### src/rtl/shiftreg_capture.sv
// -----------------------------------------------------------------------------
// shiftreg_capture
//
// Serial-to-parallel capture register on the MMM result/operand return path.
// Collects WIDTH bits from an LSB-first serial stream (one bit per enabled
// cycle) into a word and presents the completed word with a done flag.
//
// Ports
//   clk        in   1      rising-edge clock
//   rstb       in   1      synchronous active-low reset
//   en         in   1      clock enable; shifting/counting only when 1
//   rst_mmm_i  in   1      synchronous active-low clear of capture state
//   start      in   1      single-cycle pulse: begin (or restart) a capture
//   bit_in     in   1      serial data, LSB first, sampled when en=1 in SHIFT
//   data_o     out  WIDTH  last completed word; stable between completions
//   busy_o     out  1      1 while capturing (SHIFT)
//   done_o     out  1      1 while the word in data_o is fresh (DONE)
//   state_o    out  2      FSM state for observation (IDLE=0, SHIFT=1, DONE=2)
//
// Handshake: start is a one-cycle request with no ready; it is accepted on
// every edge unless a reset is active and always wins over shifting. done_o
// acts as a level valid for data_o: it rises on the edge that stores the
// final bit and stays high until the next start or reset. busy_o and done_o
// are decodes of the state register only, so neither has a combinational path
// from any input.
// -----------------------------------------------------------------------------
module shiftreg_capture #(
  parameter int WIDTH = 4
) (
  input  logic             clk,
  input  logic             rstb,
  input  logic             en,
  input  logic             rst_mmm_i,
  input  logic             start,
  input  logic             bit_in,
  output logic [WIDTH-1:0] data_o,
  output logic             busy_o,
  output logic             done_o,
  output logic [1:0]       state_o
);

  localparam int CW = $clog2(WIDTH);
  localparam logic [CW-1:0] LAST = CW'(WIDTH - 1);

  typedef enum logic [1:0] {
    IDLE  = 2'd0,
    SHIFT = 2'd1,
    DONE  = 2'd2
  } state_t;

  state_t           state_q, state_d;
  logic [WIDTH-1:0] shreg_q, shreg_d;
  logic [CW-1:0]    cnt_q,   cnt_d;
  logic [WIDTH-1:0] data_q,  data_d;
  logic [WIDTH-1:0] shifted;

  // New bits enter at the top and walk down, so the first bit received
  // ends up in bit 0 once WIDTH bits have been taken.
  assign shifted = {bit_in, shreg_q[WIDTH-1:1]};

  always_comb begin
    state_d = state_q;
    shreg_d = shreg_q;
    cnt_d   = cnt_q;
    data_d  = data_q;

    if (start) begin
      // Start (or abort-and-restart) clears the partial word but leaves
      // data_o alone; bit_in is not sampled on this cycle.
      state_d = SHIFT;
      shreg_d = '0;
      cnt_d   = '0;
    end else begin
      unique case (state_q)
        SHIFT: begin
          if (en) begin
            shreg_d = shifted;
            if (cnt_q == LAST) begin
              data_d  = shifted;
              cnt_d   = '0;
              state_d = DONE;
            end else begin
              cnt_d = cnt_q + CW'(1);
            end
          end
        end
        IDLE:    state_d = IDLE;
        DONE:    state_d = DONE;
        default: state_d = IDLE;
      endcase
    end
  end

  always_ff @(posedge clk) begin
    if (!rstb || !rst_mmm_i) begin
      state_q <= IDLE;
      shreg_q <= '0;
      cnt_q   <= '0;
      data_q  <= '0;
    end else begin
      state_q <= state_d;
      shreg_q <= shreg_d;
      cnt_q   <= cnt_d;
      data_q  <= data_d;
    end
  end

  assign data_o  = data_q;
  assign busy_o  = (state_q == SHIFT);
  assign done_o  = (state_q == DONE);
  assign state_o = state_q;

endmodule

### config.mk
export PLATFORM = sky130hd
export DESIGN_NAME = shiftreg_capture
export DESIGN_NICKNAME = d
export VERILOG_FILES = /design/src/rtl/shiftreg_capture.sv
export SDC_FILE = /design/constraint.sdc
export NUM_CORES = 1
export LEC_CHECK = 0
export BUFFER_PORTS_ARGS = -buffer_cell sky130_fd_sc_hd__buf_4
export CAP_MARGIN = 25
export CORE_AREA = 2 2 39 41
export CTS_BUF_LIST = sky130_fd_sc_hd__clkbuf_8
export CTS_CLUSTER_SIZE = 28
export DETAILED_ROUTE_END_ITERATION = 12
export DIE_AREA = 0 0 41 43
export SETUP_SLACK_MARGIN = 0.2
export SLEW_MARGIN = 20
export SYNTH_ARGS = -nofsm -noshare
export SYNTH_HDL_FRONTEND = slang
export SYNTH_SLANG_ARGS = --single-unit
export TNS_END_PERCENT = 20
### constraint.sdc
create_clock -name clk -period 2.8 [get_ports clk]
set_clock_uncertainty 0.1 [all_clocks]
set_input_delay 0.14 -clock clk [delete_from_list [all_inputs] [get_ports clk]]
set_output_delay 0.14 -clock clk [all_outputs]
set_load 0.02 [all_outputs]
* Yosys cells after proc, flatten, opt, wreduce, memory -nomap -nowiden
Cells that the tools add are included.
** Cells by class
- $add $sub $neg :: 1
- $mul :: 0
- Divide/modulo/power cells :: 0
- Magnitude comparators :: 0
- Eq/ne operators :: 7
- Shift operators :: 0
- Muxes and demuxes :: 5
- Bitwise operators :: 1
- Reduce and logical (&&, ||, !) cells :: 8
** Operators with widths (count)
- 2-bit two-way mux :: 3
- 2-bit AND reduction :: 3
- 2-bit equality test, second input constant :: 2
- 2-bit case mux with 2 select lines :: 1
- 4-bit AND reduction :: 1
- 3-bit by 2-bit != test with 1-bit output, second input constant :: 1
- 3-bit != test, second input constant :: 1
- 2-bit by 1-bit adder with 2-bit output, second input constant :: 1
- 2-bit by 1-bit equality test with 1-bit output, second input constant :: 1
- 1-bit zero test :: 2
- 2-bit by 1-bit != test with 1-bit output, second input constant :: 1
- 2-bit != test, second input constant :: 1
- 2-bit OR reduction :: 1
- 1-bit logical OR :: 1
- 1-bit two-way mux :: 1
- 1-bit NOT :: 1
** Storage, ports and cells
- Register bits after elaboration :: 12
- Bits in latches :: 0
- RAM bits :: 0
- Memory bits (read-only) :: 0
- Input port bits :: 6
- Output and inout bits :: 8
- Logic and storage cells :: 27
- Memories kept :: 0

* Depth between registers and ports, before layout
Gate-level depths: netlist of run 1.
- Word-level depth :: 5
- Depth in mapped cells :: 6
- Mapped depth without buffers :: 5

* Worst setup path after synthesis of run 1
OpenSTA, ideal clock, no wires.
- Path kind :: register to register
- Start point :: reg state_q[1] (netlist: state_o[1])
- End point :: reg state_q[1] (netlist: state_o[1])
- Setup time :: 71 ps
- Arrival time :: 1407 ps
- Data required time :: 2629 ps
- Path slack :: 1222 ps
- Cell stages (with the launch flop) :: 7
- Buffers on the path :: 1
- Clock period less this slack :: 1578 ps
- Cells stage by stage :: dfxtp_1 inv_1 ha_1 buf_6 nor2b_4 or3_1 a21oi_1
** On the way
- Cells in the longest elaborated chain, start to end :: 3
- Elaborated cells between the ends (all ways) :: 6
- Classes of those cells :: eq/ne: 4; mux: 1; reduce/logical: 1
** Ends and longest elaborated chain
- start, declared :: RTL line 51 : state_t state_q, state_d;
- start signal, assigned :: RTL line 101 : state_q <= state_d;
- 2-bit by 1-bit equality test with 1-bit output :: RTL line 74 : unique case (state_q)
- 2-bit by 1-bit != test with 1-bit output (no source line) or 2-bit != test (tied branches)
- 2-bit AND reduction (no source line)
Parallel ways exist; a longest one is shown, timed or not.
A chain may end at the register's enable or synchronous reset.

* Worst setup path in the final report of run 1
- Start point :: reg state_q[0] (netlist: state_o[0])
- End point :: reg data_q[3] (netlist: data_o[3])
** On the way
- Cells in the longest elaborated chain, start to end :: 2
** Ends and longest elaborated chain
- 2-bit by 1-bit equality test with 1-bit output :: RTL line 74
- 4-bit AND reduction (no source line)
- end signal, assigned :: RTL line 104 : data_q <= data_d;
- end, declared :: RTL line 54 : logic [WIDTH-1:0] data_q, data_d;
No other way between the ends.

==> run summary, run 1 <==
SYNTHESIS
-------------------------------------------------------------------------------------------------
Seq/Total Area, Yosys                                                                       43.6%
Number of distinct library cell variants in the gate-level netlist after synthesis             15
Area of the mapped netlist                                                                505 µm²
Number of synthesized register bits                                                            11
Number of nets in the synthesized netlist                                                      66
Share of the synthesized area in the top cell type                                          43.6%
Post-synth top area cell                                                             sky130_fd_sc_hd__dfxtp_1
Top_reg_cell synth                                                                   sky130_fd_sc_hd__dfxtp_1
Mapped Avg Cell Area                                                                     9.19 µm²
Top cell types by occurrence after synthesis                                         sky130_fd_sc_hd__dfxtp_1, sky130_fd_sc_hd__a21oi_1, sky130_fd_sc_hd__nand2_1, sky130_fd_sc_hd__nor2_1
Post-synth EDFFs                                                                                0
Synthesized netlist cell count                                                                 55
Async set-reset flop share out of synthesis                                                    0%
Most instantiated library cell after synthesis                                       sky130_fd_sc_hd__dfxtp_1
Dominant cells by area after synthesis                                               sky130_fd_sc_hd__dfxtp_1, sky130_fd_sc_hd__ha_1, sky130_fd_sc_hd__mux2i_1
Yosys warning count                                                                             0

STA
-------------------------------------------------------------------------------------------------
Number of setup violations in the final report                                                  0
Setup repair after global routing missed its margin                                         false
Tightest slew margin relative to the limit                                                  80.5%
Final max-slew violation count                                                                  0
Transition time of the tightest slew-check pin                                             290 ps
Setup Total Neg Slack                                                                        0 ps
Final critical path time including I/O delays and setup                                   1520 ps
Final period util                                                                           54.1%
Achievable Freq                                                                         0.660 GHz
Final number of hold-violating endpoints                                                        0

CRITICAL PATH
-------------------------------------------------------------------------------------------------
CP Data Arrival Time                                                                      1540 ps
Type of destination of the critical path                                                 register
Critical R2R Launch                                                                    state_o[0]
Critical-path maximum fanout                                                                    7
Startpoint-to-endpoint class of the critical path                                      reg -> reg
Register-to-register path setup slack                                                     1280 ps
CP Launch Type                                                                           register
Launching element of the worst setup path                                              state_o[0]
Worst reg2reg path endpoint                                                             data_o[3]
Crit path required time                                                                   2830 ps
Critical path endpoint                                                                  data_o[3]
R2r worst-path depth                                                                            4

DRT
-------------------------------------------------------------------------------------------------
Via-to-Cell Ratio                                                                            4.76
Via count                                                                                     409
Number of DRC markers in iteration 0                                                            7
Wire length reported by the detailed router                                                935 µm
Detailed-route DRC error count                                                                  0
Antenna viol nets, final                                                                        0
Mean routed wirelength per cell                                                           10.9 µm
Pre-Repair DR Iteration Count                                                                   4

PLACED DESIGN
-------------------------------------------------------------------------------------------------
Count of port buffers added during placement                                                   13
Post-DP HPWL                                                                               710 µm
Weighted congestion reported at the end of routability-driven placement                     0.714

POWER
-------------------------------------------------------------------------------------------------
VDD IR max                                                                             0.000470 V
Power per cell area                                                                    510 mW/mm²
Leakage dissipation                                                                   0.000307 µW

RUN
-------------------------------------------------------------------------------------------------
Number of maximum-capacitance constraint violations                                             0

CELLS AND AREA
-------------------------------------------------------------------------------------------------
Final core area utilization                                                                 47.1%
Diode count                                                                                     0
Layout Nets                                                                                    82
Signed area change from the synthesized netlist to the final layout                         29.0%
Fraction of layout cells with a size suffix above 1                                         24.3%

CLOCK NETWORK
-------------------------------------------------------------------------------------------------
Cts repair resizes                                                                              0
Maximum clock insertion buffer count                                                            2
Setup Buffers After CTS                                                                         0
CTS sink count                                                                                 11
Number of buffers added by the clock tree synthesis step                                        3
Clock insertion delay at the later pin of the skew report                                  240 ps
CTS tree                                                                                     done
Clock input transition at the sequential cells of the worst setup and hold paths            50 ps
Number of hold buffers added after cts                                                          0
CTS H-Tree Depth                                                                                1
Library cell used as clock root buffer                                               sky130_fd_sc_hd__clkbuf_8

GLOBAL ROUTING
-------------------------------------------------------------------------------------------------
Number of global-route vias before repair                                                     364
First-pass GRT wire length                                                                1500 µm
Largest net degree at the start of global routing                                               8
Antenna violations before repair                                                                0
Aggregate global routing overflow                                                               0
Overall routing resource usage                                                              13.3%

FLOORPLAN
-------------------------------------------------------------------------------------------------
Chip Height                                                                                 43 µm
Core area                                                                             0.00138 mm²
Ports                                                                                          14
Number of rows in the core area                                                                14
Initial core utilization                                                                    36.5%
Die area                                                                              0.00176 mm²
Horizontal extent of the die                                                                41 µm

OUTCOME
-------------------------------------------------------------------------------------------------
Run status                                                                           finished clean

HOLD PATH
-------------------------------------------------------------------------------------------------
Type of the tightest min-delay check                                                    in -> reg

[kinds of logic (layout without fill, tap and decap cells)]
logic type	Yosys count	count (layout)	share of synthesized area, %
simple gates	21	21	20.8
flops	11	11	43.6
compound gates	8	8	7.92
fa+ha+maj	5	5	12.4
mux	5	5	9.90
buf+inv	5	20	5.44
[where the power goes]
part	switching (µW)	internal [µW]	total, µW	leakage [µW]
sequential	1.10	158	159	0.0000888
combinational	11.4	10.3	21.8	0.000191
clock	56.0	95.9	152	0.0000269
total	68.6	264	333	0.000307
[flip-flops by register name, summed over array words and instances, names as in the netlist]
register and cells:
state_o 2, shreg_q 3, cnt_q 2, data_o 4
[final cells by class]
class	count	area [µm²]
repair buffers	13	97.6
multi-input cells	39	258
fillers	139	732
flip-flops and latches	11	220
clock inverters	1	3.75
inverters	3	11.3
well taps	16	20.0
clock buffers	3	41.3
[worst min path at each step]
stage / cells after the start / startpoint / endpoint
floorplan: 2 / bit_in / data_o[3]
CTS: 3 / bit_in / data_o[3]
global placement: 3 / bit_in / data_o[3]
detailed placement: 3 / bit_in / data_o[3]
finish: 3 / bit_in / data_o[3]
global route: 3 / bit_in / data_o[3]
[critical path, stage by stage (launching register included)]
cell                       delay [ps]
sky130_fd_sc_hd__dfxtp_1          390
sky130_fd_sc_hd__ha_1             310
sky130_fd_sc_hd__nand4b_1         300
sky130_fd_sc_hd__mux2i_1          250
sky130_fd_sc_hd__nor2_1            50
[layer usage]
metal  GRT usage, %  wire [µm]
met1           16.0        460
met2           17.5        410
met3           9.42         56
met4           6.00          8
met5              0          0
[per-stage QoR]
step           power, µW  area [µm²]  std cells  setup slack [ps]  hold WS (ps)
2_1_floorplan        175         505         55              1220           184
3_3_place_gp         184         607         82              1320           297
3_5_place_dp         184         607         82              1310           296
4_1_cts              338         652         86              1290          51.3
5_1_grt              351         652         86              1170          76.2
6_report             333         652         86              1280          60.2
[cells in the final DEF, fill, tap and decap left out]
cell type / netlist / routed
sky130_fd_sc_hd__a21oi_1: 6 / 6
sky130_fd_sc_hd__buf_4: 0 / 13
sky130_fd_sc_hd__clkbuf_8: 0 / 3
sky130_fd_sc_hd__dfxtp_1: 11 / 11
sky130_fd_sc_hd__ha_1: 5 / 5
sky130_fd_sc_hd__inv_1: 3 / 4
sky130_fd_sc_hd__mux2i_1: 5 / 5
sky130_fd_sc_hd__nand2_1: 6 / 6
sky130_fd_sc_hd__nand3_1: 5 / 5
sky130_fd_sc_hd__nand4b_1: 1 / 1
sky130_fd_sc_hd__nor2_1: 6 / 6
sky130_fd_sc_hd__nor2b_1: 1 / 1
sky130_fd_sc_hd__nor2b_4: 1 / 1
sky130_fd_sc_hd__o21ai_1: 2 / 2
sky130_fd_sc_hd__or3_1: 1 / 1
No activity file was read; power rests on OpenSTA's default activity.
==> inputs of run 2 (changes only) <==
- ABC_AREA: not set -> 1
- clock period: 2.8 -> 1.4 ns (I/O delays scaled with it)
==> run summary, run 2 <==
GLOBAL ROUTING
-------------------------------------------------------------------------------------------------
Antenna violations before repair                                                                0   unchanged
Number of global-route vias before repair                                                     404   +11%
Overall routing resource usage                                                              14.6%   +1.3 points
Largest net degree at the start of global routing                                               8   unchanged
Aggregate global routing overflow                                                               0   unchanged
First-pass GRT wire length                                                                1640 µm   +9.2%

HOLD PATH
-------------------------------------------------------------------------------------------------
Type of the tightest min-delay check                                                    in -> reg

FLOORPLAN
-------------------------------------------------------------------------------------------------
Chip Height                                                                                 43 µm   unchanged
Horizontal extent of the die                                                                41 µm   unchanged
Number of rows in the core area                                                                14   unchanged
Core area                                                                             0.00138 mm²   unchanged
Ports                                                                                          14   unchanged
Initial core utilization                                                                    37.6%   +1.1 points
Die area                                                                              0.00176 mm²   unchanged

CELLS AND AREA
-------------------------------------------------------------------------------------------------
Layout Nets                                                                                   102   +24%
Area used by sequential logic in the layout                                               230 µm²   +4.5%
Commonest cells after routing, fill and taps aside                                   sky130_fd_sc_hd__nand2_1, sky130_fd_sc_hd__nor2_1, sky130_fd_sc_hd__buf_4, sky130_fd_sc_hd__inv_1, sky130_fd_sc_hd__dfxtp_1
Cell area after layout                                                                    762 µm²   +17%
Signed area change from the synthesized netlist to the final layout                         46.4%
Fraction of layout cells with a size suffix above 1                                         33.3%   +9.0 points
Number of fillers in the final layout                                                         128   -7.9%
Flip-flop count of the largest register after layout                                            4   unchanged
Most common cell after layout, fill and taps aside                                   sky130_fd_sc_hd__nand2_1
Final core area utilization                                                                 55.1%   +8.0 points
Diode count                                                                                     0   unchanged
Area of the multi-input gates                                                             315 µm²   +22%
Non-Filler Instances                                                                          106   +23%

CRITICAL PATH
-------------------------------------------------------------------------------------------------
Slowest stage delay, CP                                                                    370 ps   -20 ps
Cells along the critical path                                                        inv_1 > ha_1 > buf_4
Critical-path maximum fanout                                                                    5   -2
Type of destination of the critical path                                               output pin
CP Data Arrival Time                                                                       990 ps   -550 ps
Total buffers and inverters traversed by the critical path                                      2   +2
Register-to-register path setup slack                                                      260 ps   -1020 ps
Crit path required time                                                                   1230 ps   -1600 ps
Slowest-stage cell, CP                                                               sky130_fd_sc_hd__dfxtp_4
CP Launch Type                                                                           register
Startpoint-to-endpoint class of the critical path                                      reg -> out
Gate family responsible for the most delay along the worst path                        flip-flops

POWER
-------------------------------------------------------------------------------------------------
Leakage dissipation                                                                   0.000327 µW   +6.5%
PnR Total Power                                                                            681 µW   +100%
Power per cell area                                                                    893 mW/mm²   +75%
VDD IR max                                                                             0.000592 V   +26%

DRT
-------------------------------------------------------------------------------------------------
Wire length reported by the detailed router                                               1000 µm   +7.2%
Number of DRC markers in iteration 0                                                            1   -6
Via count                                                                                     476   +16%
Pre-Repair DR Iteration Count                                                                   4   unchanged
Detailed-route DRC error count                                                                  0   unchanged
Antenna viol nets, final                                                                        0   unchanged
Via-to-Cell Ratio                                                                            4.49   -5.6%
Mean routed wirelength per cell                                                           9.45 µm   -13%

SYNTHESIS
-------------------------------------------------------------------------------------------------
Share of the synthesized area in the top cell type                                          42.3%   -1.3 points
Mapped Avg Cell Area                                                                     7.23 µm²   -21%
Async set-reset flop share out of synthesis                                                    0%   unchanged
Number of distinct library cell variants in the gate-level netlist after synthesis             12   -3
Dominant cells by area after synthesis                                               sky130_fd_sc_hd__dfxtp_1, sky130_fd_sc_hd__nand2_1, sky130_fd_sc_hd__ha_1
Post-synth top area cell                                                             sky130_fd_sc_hd__dfxtp_1
Top cell types by occurrence after synthesis                                         sky130_fd_sc_hd__nand2_1, sky130_fd_sc_hd__nor2_1, sky130_fd_sc_hd__dfxtp_1
Yosys warning count                                                                             0   unchanged
Top_reg_cell synth                                                                   sky130_fd_sc_hd__dfxtp_1
Number of synthesized register bits                                                            11   unchanged
Synthesized netlist cell count                                                                 72   +31%
Number of nets in the synthesized netlist                                                      83   +26%
Seq/Total Area, Yosys                                                                       42.3%   -1.3 points
Most instantiated library cell after synthesis                                       sky130_fd_sc_hd__nand2_1
Post-synth EDFFs                                                                                0   unchanged
Area of the mapped netlist                                                                520 µm²   +3.0%

STA
-------------------------------------------------------------------------------------------------
Setup Total Neg Slack                                                                        0 ps   unchanged
Number of setup violations in the final report                                                  0   unchanged
Achievable Freq                                                                         0.862 GHz
Tightest slew margin relative to the limit                                                  82.1%   +1.5 points
Final number of hold-violating endpoints                                                        0   unchanged
Setup repair after global routing missed its margin                                          true
Final period util                                                                           82.9%
Transition time of the tightest slew-check pin                                             268 ps   -22.7 ps
Final critical path time including I/O delays and setup                                   1160 ps
Final max-slew violation count                                                                  0   unchanged

CLOCK NETWORK
-------------------------------------------------------------------------------------------------
Clock input transition at the sequential cells of the worst setup and hold paths            50 ps   about the same
CTS H-Tree Depth                                                                                1   unchanged
Maximum clock insertion buffer count                                                            2   unchanged
CTS tree                                                                                     done
CTS sink count                                                                                 11   unchanged
Clock insertion delay at the later pin of the skew report                                  230 ps   about the same
Number of buffers added by the clock tree synthesis step                                        3   unchanged
Library cell used as clock root buffer                                               sky130_fd_sc_hd__clkbuf_8

PLACED DESIGN
-------------------------------------------------------------------------------------------------
Area post-placement                                                                       648 µm²   +6.8%
Count of port buffers added during placement                                                   13   unchanged
Post-DP HPWL                                                                               790 µm   +11%
Placed insts                                                                                  101   +23%
Weighted congestion reported at the end of routability-driven placement                     0.710   -0.57%

OUTCOME
-------------------------------------------------------------------------------------------------
Run status                                                                           finished clean

RUN
-------------------------------------------------------------------------------------------------
Number of maximum-capacitance constraint violations                                             0   unchanged

## run 2: cell families after synthesis
| family | after synthesis | synth area share [%] |
|---|---|---|
| and+or+nand+nor | 40 | 32.5 |
| adders and majority gates | 5 | 12.0 |
| AOI/OAI and AO/OA | 7 | 6.73 |
| buffers and inverters | 9 | 6.49 |
| DFF | 11 | 42.3 |
## run 2: through the flow
| stage | setup WS (ps) | hold WS (ps) |
|---|---|---|
| 6_report | 240 | 14.2 |
| 4_1_cts | 199 | 11.8 |
| 5_1_grt | 195 | 41.5 |
| 2_1_floorplan | 207 | 115 |
| 3_3_place_gp | 129 | 223 |
| 3_5_place_dp | 111 | 221 |
## run 2: worst paths after layout
path         startpoint          to  cells after the start
max          state_o[0]      done_o                      3
min           rst_mmm_i  state_o[0]                      3
max reg2reg  state_o[1]   data_o[2]                      7
min reg2reg  shreg_q[1]  shreg_q[1]                      2
## run 2: timing repair
item,in CTS,in global routing
hold endpoints to repair,1,0
pin swaps,0,1
buffers inserted,0,0
endpoints found under the setup margin,9,12
gates resized for setup,6,11
gates cloned,0,0
hold buffers,1,0
## run 2: layout make-up
class                           count  share of cell area (%)
Multi-Input combinational cell     52                    41.4
Clock buffer                        3                    5.42
Inverter                            9                    5.75
Sequential cell                    11                    30.2
Timing Repair Buffer               14                    14.1
Tap cell                           16                    2.63
Clock inverter                      1                   0.493
## run 2: power by group
part | switching [µW] | internal (µW)
logic | 34.2 | 28.2
clock network | 108 | 191
registers | 3.87 | 314
## run 2: per-layer routing
metal	vias up	global-route usage, %	routed length (µm)	part of all wire (%)
met5	-	0	0	0
met4	0	10.0	30	3.0
met3	5	7.85	70	7.0
met2	12	19.7	437	44
met1	197	16.9	463	46
li1	262	-	-	-
## run 2: worst register-to-register path, stage by stage (launching register included)
cell and delay (ps):
sky130_fd_sc_hd__dfxtp_4 360, sky130_fd_sc_hd__inv_4 70, sky130_fd_sc_hd__ha_4 160, sky130_fd_sc_hd__nand2_8 90
sky130_fd_sc_hd__nor2_2 110, sky130_fd_sc_hd__nand2_1 60, sky130_fd_sc_hd__nand2_1 60, sky130_fd_sc_hd__nor2_1 40
